### src/rtl/div_stim_gen.sv
// div_stim_gen: operand sequencer feeding the signed divider.
// Emits six directed corner vectors, then NUM_RANDOM LFSR vectors.
// Ports:
//   clk, rst        clock, synchronous active-high reset
//   start           begin a run (sampled only in IDLE or DONE)
//   out_ready       consumer accepts the current vector
//   out_valid       a/b hold a valid vector
//   a, b            dividend / divisor bit patterns
//   busy, done      run in progress / run complete
//   vec_count       vectors transferred in the current run
module div_stim_gen #(
  parameter int          DATAWIDTH  = 32,
  parameter int          NUM_RANDOM = 1024,
  parameter logic [31:0] SEED       = 32'hACE12468
) (
  input  logic                 clk,
  input  logic                 rst,
  input  logic                 start,
  input  logic                 out_ready,
  output logic                 out_valid,
  output logic [DATAWIDTH-1:0] a,
  output logic [DATAWIDTH-1:0] b,
  output logic                 busy,
  output logic                 done,
  output logic [15:0]          vec_count
);

  localparam logic [1:0] S_IDLE     = 2'd0;
  localparam logic [1:0] S_DIRECTED = 2'd1;
  localparam logic [1:0] S_RANDOM   = 2'd2;
  localparam logic [1:0] S_DONE     = 2'd3;

  localparam logic [31:0] TAPS = 32'h80200003;

  // vec_count value while the final vector of the run is presented
  localparam logic [15:0] LAST = 16'(NUM_RANDOM + 5);

  localparam logic [DATAWIDTH-1:0] MIN =
    {1'b1, {(DATAWIDTH-1){1'b0}}};
  localparam logic [DATAWIDTH-1:0] P1 = DATAWIDTH'(1);
  localparam logic [DATAWIDTH-1:0] P2 = DATAWIDTH'(2);
  localparam logic [DATAWIDTH-1:0] P7 = DATAWIDTH'(7);
  localparam logic [DATAWIDTH-1:0] N1 = DATAWIDTH'(-1);
  localparam logic [DATAWIDTH-1:0] N2 = DATAWIDTH'(-2);
  localparam logic [DATAWIDTH-1:0] N7 = DATAWIDTH'(-7);

  function automatic logic [31:0] step(input logic [31:0] s);
    step = {1'b0, s[31:1]} ^ (s[0] ? TAPS : 32'h0);
  endfunction

  function automatic logic [DATAWIDTH-1:0] dir_a(
    input logic [2:0] i
  );
    case (i)
      3'd1:    dir_a = P1;
      3'd2:    dir_a = N1;
      3'd3:    dir_a = MIN;
      3'd4:    dir_a = P7;
      3'd5:    dir_a = N7;
      default: dir_a = '0;
    endcase
  endfunction

  function automatic logic [DATAWIDTH-1:0] dir_b(
    input logic [2:0] i
  );
    case (i)
      3'd3:    dir_b = N1;
      3'd4:    dir_b = N2;
      3'd5:    dir_b = P2;
      default: dir_b = '0;
    endcase
  endfunction

  logic [1:0]           state_q, state_d;
  logic [31:0]          lfsr_q, lfsr_d;
  logic [DATAWIDTH-1:0] a_q, a_d;
  logic [DATAWIDTH-1:0] b_q, b_d;
  logic                 valid_q, valid_d;
  logic [15:0]          cnt_q, cnt_d;

  logic        xfer;
  logic        last;
  logic [2:0]  idx;
  logic [31:0] s1, s2;

  // Directed index equals vec_count while in DIRECTED (< 6).
  assign idx  = cnt_q[2:0];
  assign xfer = valid_q & out_ready;
  assign last = (cnt_q == LAST);
  assign s1   = step(lfsr_q);
  assign s2   = step(s1);

  always_comb begin
    state_d = state_q;
    lfsr_d  = lfsr_q;
    a_d     = a_q;
    b_d     = b_q;
    valid_d = valid_q;
    cnt_d   = cnt_q;
    case (state_q)
      S_IDLE, S_DONE: begin
        if (start) begin
          state_d = S_DIRECTED;
          lfsr_d  = SEED;
          cnt_d   = '0;
          a_d     = dir_a(3'd0);
          b_d     = dir_b(3'd0);
          valid_d = 1'b1;
        end
      end
      S_DIRECTED, S_RANDOM: begin
        if (xfer) begin
          cnt_d = cnt_q + 16'd1;
          if (last) begin
            // a/b keep the final vector for inspection
            state_d = S_DONE;
            valid_d = 1'b0;
          end else if (state_q == S_DIRECTED && idx != 3'd5) begin
            a_d = dir_a(idx + 3'd1);
            b_d = dir_b(idx + 3'd1);
          end else begin
            // two LFSR steps per random vector
            state_d = S_RANDOM;
            a_d     = s1[DATAWIDTH-1:0];
            b_d     = s2[DATAWIDTH-1:0];
            lfsr_d  = s2;
          end
        end
      end
      default: state_d = S_IDLE;
    endcase
  end

  always_ff @(posedge clk) begin
    if (rst) begin
      state_q <= S_IDLE;
      lfsr_q  <= SEED;
      a_q     <= '0;
      b_q     <= '0;
      valid_q <= 1'b0;
      cnt_q   <= '0;
    end else begin
      state_q <= state_d;
      lfsr_q  <= lfsr_d;
      a_q     <= a_d;
      b_q     <= b_d;
      valid_q <= valid_d;
      cnt_q   <= cnt_d;
    end
  end

  assign out_valid = valid_q;
  assign a         = a_q;
  assign b         = b_q;
  assign vec_count = cnt_q;
  assign busy      = (state_q == S_DIRECTED) ||
                     (state_q == S_RANDOM);
  assign done      = (state_q == S_DONE);

endmodule

### config.mk
export PLATFORM = sky130hd
export DESIGN_NAME = div_stim_gen
export DESIGN_NICKNAME = d
export VERILOG_FILES = /design/src/rtl/div_stim_gen.sv
export SDC_FILE = /design/constraint.sdc
export NUM_CORES = 1
export LEC_CHECK = 0
export ABC_AREA = 0
export CORE_MARGIN = 3
export CORE_UTILIZATION = 35
export CTS_BUF_LIST = sky130_fd_sc_hd__clkbuf_8
export CTS_CLUSTER_DIAMETER = 150
export CTS_CLUSTER_SIZE = 25
export DETAILED_ROUTE_END_ITERATION = 6
export GPL_TIMING_DRIVEN = 1
export PLACE_DENSITY = 0.64
export SLEW_MARGIN = 20
export SYNTH_ARGS = -nofsm -noshare
export SYNTH_HDL_FRONTEND = slang
export SYNTH_SLANG_ARGS = --single-unit
### constraint.sdc
create_clock -name clk -period 3.9 [get_ports clk]
set_input_delay 0.78 -clock clk [delete_from_list [all_inputs] [get_ports clk]]
set_output_delay 0.78 -clock clk [all_outputs]
set_load 0.02 [all_outputs]
Yosys cells after proc, flatten, opt, wreduce, memory -nomap -nowiden
Cells that the tools add are included.
{ "classes": {"n_reduce_logical": 10, "bitwise_logic": 3, "eq_ne": 16, "add_sub_neg": 2, "muxes": 30} }
{ "op_table": {"columns": ["cell", "count"], "rows": [
  ["$mux 32", 13],
  ["$pmux 32 s2", 3],
  ["$pmux 32 s5", 1],
  ["$pmux 32 s3", 1],
  ["$xor 31x32->32", 2],
  ["$mux 16", 2],
  ["$pmux 16 s2", 1],
  ["$add 16x1->16 const B", 1],
  ["$eq 16x11->1 const B", 1],
  ["$ne 2x2->1 const B", 5],
  ["$reduce_and 3->1", 3],
  ["$mux 2", 4],
  ["$eq 3x2->1 const B", 2],
  ["$eq 3x3->1 const B", 2],
  ["$ne 3x3->1 const B", 2],
  ["$eq 2x2->1 const B", 2],
  ["$pmux 2 s2", 1],
  ["$reduce_and 4->1", 1],
  ["$reduce_or 2->1", 2],
  ["$add 3x1->3 const B", 1],
  ["$eq 3x1->1 const B", 1],
  ["$mux 1", 3],
  ["$eq 2x1->1 const B", 1],
  ["$logic_not 2->1", 1],
  ["5 further kinds", 5]
]} }
{ "totals": {"output_inout_bits": 83, "ff_bits": 115, "wordCells": 67, "inputBits": 4} }

Depth between registers and ports, before layout
Gate-level depths: netlist (run 1).
{ "logic_depth": {"word_depth": 8, "mapped_depth": 10, "ltp_nobuf": 7} }

Least setup slack after synthesis (run 1)
OpenSTA, ideal clock, no wires.
{ "synth_timing": {"kind": "flip-flop to flip-flop", "startpoint": "register cnt_q[1] (netlist: vec_count[1])", "endpoint": "register b_q[30] (netlist: b[30])", "synth_period_minus_slack_ns": 2.359, "path_slack_ns": 1.541, "n_path_buf": 2, "path_stages_with_launch": 9, "arrival_time_ns": 2.231, "path_cell_list": "dfxtp_1 -> ha_1 -> clkbuf_1 -> mux2_2 -> o22ai_1 -> and2_1 -> clkbuf_1 -> o31a_1 -> nor2_1"} }
{ "synth_via": {"elab_chain_cells": 7} }
{ "synth_rtl": {"columns": ["element", "line_no", "rtl"], "rows": [
  ["start: declaration", "80", "logic [15:0] cnt_q, cnt_d;"],
  ["start signal: assignment", "149", "cnt_q <= cnt_d;"],
  ["$add 3x1->3", "121", "b_d = dir_b(idx + 3'd1);"],
  ["$eq 3x3->1 or $eq 3x2->1 (tied branches)", "67", "case (i)"],
  ["$pmux 32 s3", "67", null],
  ["$mux 32", "119", "end else if (state_q == S_DIRECTED && idx != 3'd5) begin"],
  ["$mux 32", "115", "if (last) begin"],
  ["$mux 32", "113", "if (xfer) begin"],
  ["$pmux 32 s2", "101", "case (state_q)"],
  ["end signal: assignment", "140", "b_q <= '0;"],
  ["end signal: assignment", "147", "b_q <= b_d;"],
  ["end: declaration", "78", "logic [DATAWIDTH-1:0] b_q, b_d;"]
]} }
Parallel ways exist; a longest one is shown, timed or not. The select of a mux whose other input is x is not followed.
A chain may end at the register's enable or synchronous reset.

Worst setup path in the final report (run 1)
{ "layout_timing": {"startpoint": "register state_q[1]", "endpoint": "output port busy"} }
{ "layout_via": {"elab_chain_cells": 2} }
{ "layout_rtl": {"columns": ["element", "line_no", "rtl"], "rows": [
  ["start: declaration", "75", "logic [1:0] state_q, state_d;"],
  ["start signal: assignment", "144", "state_q <= state_d;"],
  ["$eq 2x1->1 or $eq 2x2->1 (tied branches)", "157, 158", null],
  ["$logic_or 1x1->1 *", "157", "assign busy = (state_q == S_DIRECTED) ||"],
  ["end: declaration", "23", "output logic busy,"]
]} }
Mark *: on every way between the ends. The rest lies on a longest branch, timed or not.

==> results.md, run 1 <==
* Final ANT Viol Nets at 0
* CP Max Fanout at 7
* DIE WIDTH at between 100 and 150 um
* Final slew viol count at 0
* Tightest Pin Transition at slightly below 0.9 ns
* Clk Latency, worst-skew pair at ~0.44 ns
* Hold Crit Class: reg2reg
* First-pass GRT wire length at 21600 um
* Static Leakage at roughly 0.0021 uW
* Cell variety after synth at 50
* Worst relative slew slack at a little over two fifths
* CTS tree: yes
* Critical path class: reg2out
* Total GRT Usage at 16.9%
* N_diodes at 0
* Net count, final at 670
* Min Tclk post-route at 2.79 ns
* Worst setup SP type: flip-flop
* Yosys reg bits at about 120
* Hold buffer count at CTS at 0
* Worst vdd ir at between 150 and 200 uV
* Req. time, crit path at approximately 3.1 ns
* GRT overflow at 0
* Worst hold slack at roughly 0.45 ns
* Crit end category: output pin
* Synth Warn # at 0
* Most common library cells after synthesis: dfxtp_1, nor2_1, a21oi_1
* Clk Tree Root Cell: clkbuf_8
* Number of synthesized flops with an enable pin at 0
* Top Ports at a little under 90
* Max Root-Sink Buffers at 2
* Port buffer count at 86
* R2R Setup Slk at 1.15 ns
* Site row count at 42
* Initial core utilization at a little over a third
* Core Box Area at 13500 sq um
* Post-route cell area at about 6300 sq um
* Post-CTS Resized at 0
* Dominant cell type by area after synthesis: dfxtp_1
* Post-Syn Area at about 4900 sq um
* RSZ-0062 raised after global routing: no
* Initial antenna violation count at 0
* Iteration-0 DRC Markers at 506
* Vias/cell at ~5.2
* Post-CTS Setup Inserts at 0
* Layout cells sized above 1 at about 7.7%
* Status: finished clean
* Synth area leaders: dfxtp_1, nor2_1, a21oi_1
* Cells after synthesis at 595
* Area grow syn2layout at 27.6%
* Clk sinks at around 120
* Total Routed Length at between 10000 and 15000 um
* Worst Skew at approximately 0.0097 ns
* Pre-antenna DRT Iters at 5
* Count leader, synth: dfxtp_1
* Post-synth top flop: dfxtp_1
* Avg Synthesized Cell Area at around 8.3 sq um
* Largest net degree at the start of global routing at 59
* Setup_tns at 0 ns
* Max cap viols at 0
* Area after DPL at a little under 6000 sq um
* Period utilization at a little under three quarters
* Die height at 125 um
* Die Area at ~16000 sq um
* CTS Buf Count at 17
* Arrival time worst endpoint at roughly 2 ns
* Syn_nets at 606
* Vias at between 4000 and 5000
* Vias in the first global route at 4265
* Final Hold Fails at 0
* # DRC at 0
* DR WL/cell at around 15 um
* FFs w/ async S/R, synth at 0%
* Placer Congestion at 0.813
* Post-DP HPWL at ~8700 um
* Register area share after synthesis at between 40% and 50%
* PwrDens at roughly 420 nW/um^2
* Max frequency at between 300 and 400 MHz
* H-tree levels at 4
* Clk pin slew, worst setup/hold paths at roughly 0.060 ns
* Top cell type's share of synthesized area at a little under half
* # setup viols final at 0
path summary, 6_finish.rpt:
check	cells past startpoint	to	from
worst max-delay path	4	busy	state_q[1]
worst min-delay path	2	a[28]	a[28]
worst max register to register	7	a[6]	vec_count[0]
worst min register to register	2	a[28]	a[28]
per-layer routing:
layer	part of all wire (%)	track usage [%]	routed length (um)
met5	0	0	0
met4	1.4	6.00	179
met3	5.2	5.19	667
met2	48	26.7	6180
met1	46	21.8	5890
report_power, final:
part	internal [uW]	switching, uW	leakage, uW	total (uW)
sequential	1210	22.4	0.000930	1230
clock	651	469	0.000208	1120
combinational	99.3	215	0.00100	314
state kept, by name (all words and copies together), names as in the netlist:
name and count:
a 32, b 32, lfsr_q 32, out_valid 1
state_q 2, vec_count 16
kinds of logic after synthesis:
family | after synthesis | synth area share (%)
muxes | 4 | 0.863
DFF | 115 | 46.7
xor gates and xnor gates | 20 | 3.55
AOI/OAI and AO/OA | 134 | 18.2
and+or+nand+nor | 259 | 23.9
buffers and inverters | 56 | 4.93
adders and majority gates | 7 | 1.78
critical path, cell delays in order (launching register included):
cell	delay (ns)
dfxtp_1	0.33
inv_1	0.06
ha_1	0.40
inv_1	0.14
clkdlybuf4s50_1	0.65
area by class of cell:
type | instances | area [sq um]
clock buffers | 19 | 262
clock inverters | 12 | 139
fillers | 1295 | 7210
inverters | 5 | 18.8
multi-input cells | 424 | 2400
flip-flops and latches | 115 | 2300
well taps | 176 | 220
repair buffers | 96 | 946
layout by cell type, fill, tap and decap left out, types with 4 or more instances in the layout:
master           instances
a22oi_1                 30
clkbuf_8                19
ha_1                     7
nor4_1                   5
clkdlybuf4s50_1         85
o21ai_0                 12
a21oi_1                 50
nor2_1                 106
nand3_1                 48
clkinv_2                 6
o31a_1                  19
or4_1                    6
nand4_1                  5
a31oi_1                  4
dfxtp_1                115
inv_1                    6
xor2_1                  12
nor3_1                  21
buf_4                   10
nand2_1                 48
xnor2_1                  8
stage by stage:
step	worst slack [ns]	instances	util, %	total power [uW]
after CTS	1.04	847	46.6	2690
final	1.11	847	46.6	2660
after detailed placement	1.01	816	43.6	1570
after floorplan	1.54	595	-	1470
after global placement	1.05	816	43.6	1560
after global routing	0.889	847	46.6	2780
Note: power is estimated with default switching activity, not from simulation.
==> run 2: changes to the inputs <==
Settings changed: PLACE_DENSITY 0.64 to 0.66.
Clock period 3.9 ns to 2.3 ns, I/O delays scaled along.
==> run 2 against run 1 <==
Cell area increased by 5.7%. Global-route usage increased by 0.057 points. Critical path depth increased by 3. Routed wire length increased by 7.1%. Critical path type is now reg2reg. Worst setup slack got worse by 1.0 ns. Clock skew increased by 0.0019 ns. Clock power increased by 67%.
==> results.md, run 2 (synthesis gave the netlist of run 1 again) <==
* Crit end category: flip-flop (was output pin)
* Worst relative slew slack at 62.2% (was 42.1%)
* CTS tree: yes (unchanged)
* Critical path class: reg2reg (was reg2out)
* Setup crit start: vec_count[15] (was state_q[1])
* Max cap viols at 0 (unchanged)
* Post-route cell area at 6650 sq um (was 6290 sq um)
* H-tree levels at 4 (unchanged)
* # DRC at 0 (unchanged)
* Worst vdd ir at 355 uV (was 192 uV)
* Vias/cell at 5.39 (was 5.24)
* Status: finished clean (unchanged)
* Most frequent cells in the layout: dfxtp_1, nor2_1, clkdlybuf4s50_1, a21oi_1, nand3_1 (was dfxtp_1, nor2_1, clkdlybuf4s50_1, a21oi_1)
* Vias in the first global route at 4376 (was 4265)
* Port buffer count at 86 (unchanged)
* Largest net degree at the start of global routing at 87 (was 59)
* Placed insts at 842 (was 816)
* Top Ports at 87 (unchanged)
* Area grow syn2layout at 35.0% (was 27.6%)
* Switching share of power at 29.1% (was 26.5%)
* FILL cells at 1259 (was 1295)
* Die Area at 15500 sq um (unchanged)
* Vias at 4743 (was 4440)
* Initial antenna violation count at 0 (unchanged)
* Clk Latency, worst-skew pair at 0.44 ns (about the same)
* Static Leakage at 0.00233 uW (was 0.00214 uW)
* Final worst slack at 0.0937 ns (was 1.11 ns)
* Req. time, crit path at 2.67 ns (was 3.12 ns)
* Arrival time worst endpoint at 2.58 ns (was 2.01 ns)
* Clk sinks at 115 (unchanged)
* Clock Power Share at 40.8% (was 42.1%)
* First-pass GRT wire length at 22100 um (was 21600 um)
* R2R Setup Slk at 0.09 ns (was 1.15 ns)
* Layout cells sized above 1 at 13.1% (was 7.75%)
* Site row count at 42 (unchanged)
* Terminus of the critical flop-to-flop path: b[11] (was a[6])
* Min Tclk post-route at around 2.2 ns
* Leading cell type in the layout, fill and taps excluded: dfxtp_1 (unchanged)
* Crit path max-delay cell type: or4b_4 (was clkdlybuf4s50_1)
* Final Hold Fails at 0 (unchanged)
* Placer Congestion at 0.841 (was 0.813)
* Flop pwr share at 45.5% (was 46.1%)
* Pre-antenna DRT Iters at 5 (unchanged)
* Post-DP HPWL at 9170 um (was 8680 um)
* N_diodes at 0 (unchanged)
* Int Power at 3250 uW (was 1960 uW)
* Pre-CTS WS at -0.0219 ns (was 1.01 ns)
* GRT overflow at 0 (unchanged)
* Util after Layout at 49.3% (was 46.6%)
* Net count, final at 702 (was 670)
* Final ANT Viol Nets at 0 (unchanged)
* Hold Crit Class: in2reg (was reg2reg)
* Die height at 125 um (unchanged)
* Final slew viol count at 0 (unchanged)
* Worst setup SP type: flip-flop (unchanged)
* RR Startpoint: vec_count[15] (was vec_count[0])
* DR WL/cell at 15.7 um (was 15.2 um)
* Final Instance Count excl. Fillers at 880 (was 847)
* Logic gate share of total power at 13.7% (was 11.8%)
* Total Routed Length at 13800 um (was 12900 um)
* # setup viols final at 0 (unchanged)
* Worst Skew at 0.0116 ns (was 0.00970 ns)
* Core Box Area at 13500 sq um (unchanged)
* Max Root-Sink Buffers at 2 (unchanged)
* Max frequency at 453 MHz
* Hold buffer count at CTS at 0 (unchanged)
* CTS Buf Count at 17 (unchanged)
* Clk Tree Root Cell: clkbuf_8 (unchanged)
* CP endpoint: b[11] (was busy)
* Total GRT Usage at 17.0% (was 16.9%)
* Iteration-0 DRC Markers at 553 (was 506)
* Area after DPL at 6140 sq um (was 5890 sq um)
* RSZ-0062 raised after global routing: no (unchanged)
* Worst reg2reg path depth at 7 (unchanged)
* Tightest Pin Transition at 0.568 ns (was 0.865 ns)
* DIE WIDTH at 125 um (unchanged)
* P_sw at 1330 uW (was 707 uW)
* PwrDens at 688 nW/um^2 (was 423 nW/um^2)
* Clk pin slew, worst setup/hold paths at 0.07 ns (was 0.06 ns)
* Delay of the slowest critical-path stage at 0.57 ns (was 0.65 ns)
* Period utilization at 95.9%
* CP Max Fanout at 25 (was 7)
* CP cell instances: or4b_4, o41a_1, a21oi_4, buf_4, clkbuf_16, a22oi_1, nor2_1 (was inv_1, ha_1, inv_1, clkdlybuf4s50_1)
* Initial core utilization at 36.5% (unchanged)
==> run 2: what timing repair did <==
item | CTS | global route
endpoints found under the setup margin | 3 | 96
setup buffers | 0 | 4
resized for setup | 3 | 7
gates cloned | 0 | 2
endpoints found under the hold margin | 0 | 0
pin swaps | 0 | 3
==> run 2: worst min-delay path by stage <==
stage	end	cells after the start	from
6_report	a[0]	2	rst
5_1_grt	a[0]	2	rst
4_1_cts	vec_count[0]	2	rst
3_5_place_dp	a[1]	2	a[1]
3_3_place_gp	a[2]	2	a[2]
2_1_floorplan	lfsr_q[12]	2	lfsr_q[12]
==> run 2: cell type report <==
cell class	count	area, sq um	share of cell area [%]
timing repair buffer	128	1280	19.3
inverter	5	18.8	0.282
tap	176	220	3.31
clock buffer	17	234	3.52
multi-input combinational	424	2430	36.5
clock inverter	15	160	2.41
sequential	115	2300	34.6
==> run 2: power by group through the flow <==
stage | combinational [uW] | sequential [uW] | clock (uW)
floorplan | 333 | 2160 | 0
global placement | 571 | 2130 | 0
detailed placement | 580 | 2130 | 0
CTS | 583 | 2080 | 1880
global route | 675 | 2090 | 1980
finish | 627 | 2080 | 1870
==> run 2: layer usage <==
layer,vias up,routed length [um],global-route usage [%]
li1,2293,-,-
met1,2277,6200,22.1
met2,146,6680,27.6
met3,27,737,3.69
met4,0,210,6.13
met5,-,0,0
==> run 2: per-stage QoR <==
stage / total power, uW / hold WS [ns] / setup TNS, ns
floorplan: 2490 / 0.442 / 0
global placement: 2700 / 0.447 / 0
detailed placement: 2710 / 0.448 / -0.0255
CTS: 4550 / 0.378 / 0
global route: 4740 / 0.407 / 0
finish: 4580 / 0.400 / 0
==> run 2: worst max-delay path, delay by kind of cell, from the launching register on <==
kind	cells	cell delay, ns
DFF	1	0.32
and+or+nand+nor	2	0.68
buffers and inverters	2	0.37
AOI/OAI and AO/OA	3	0.79
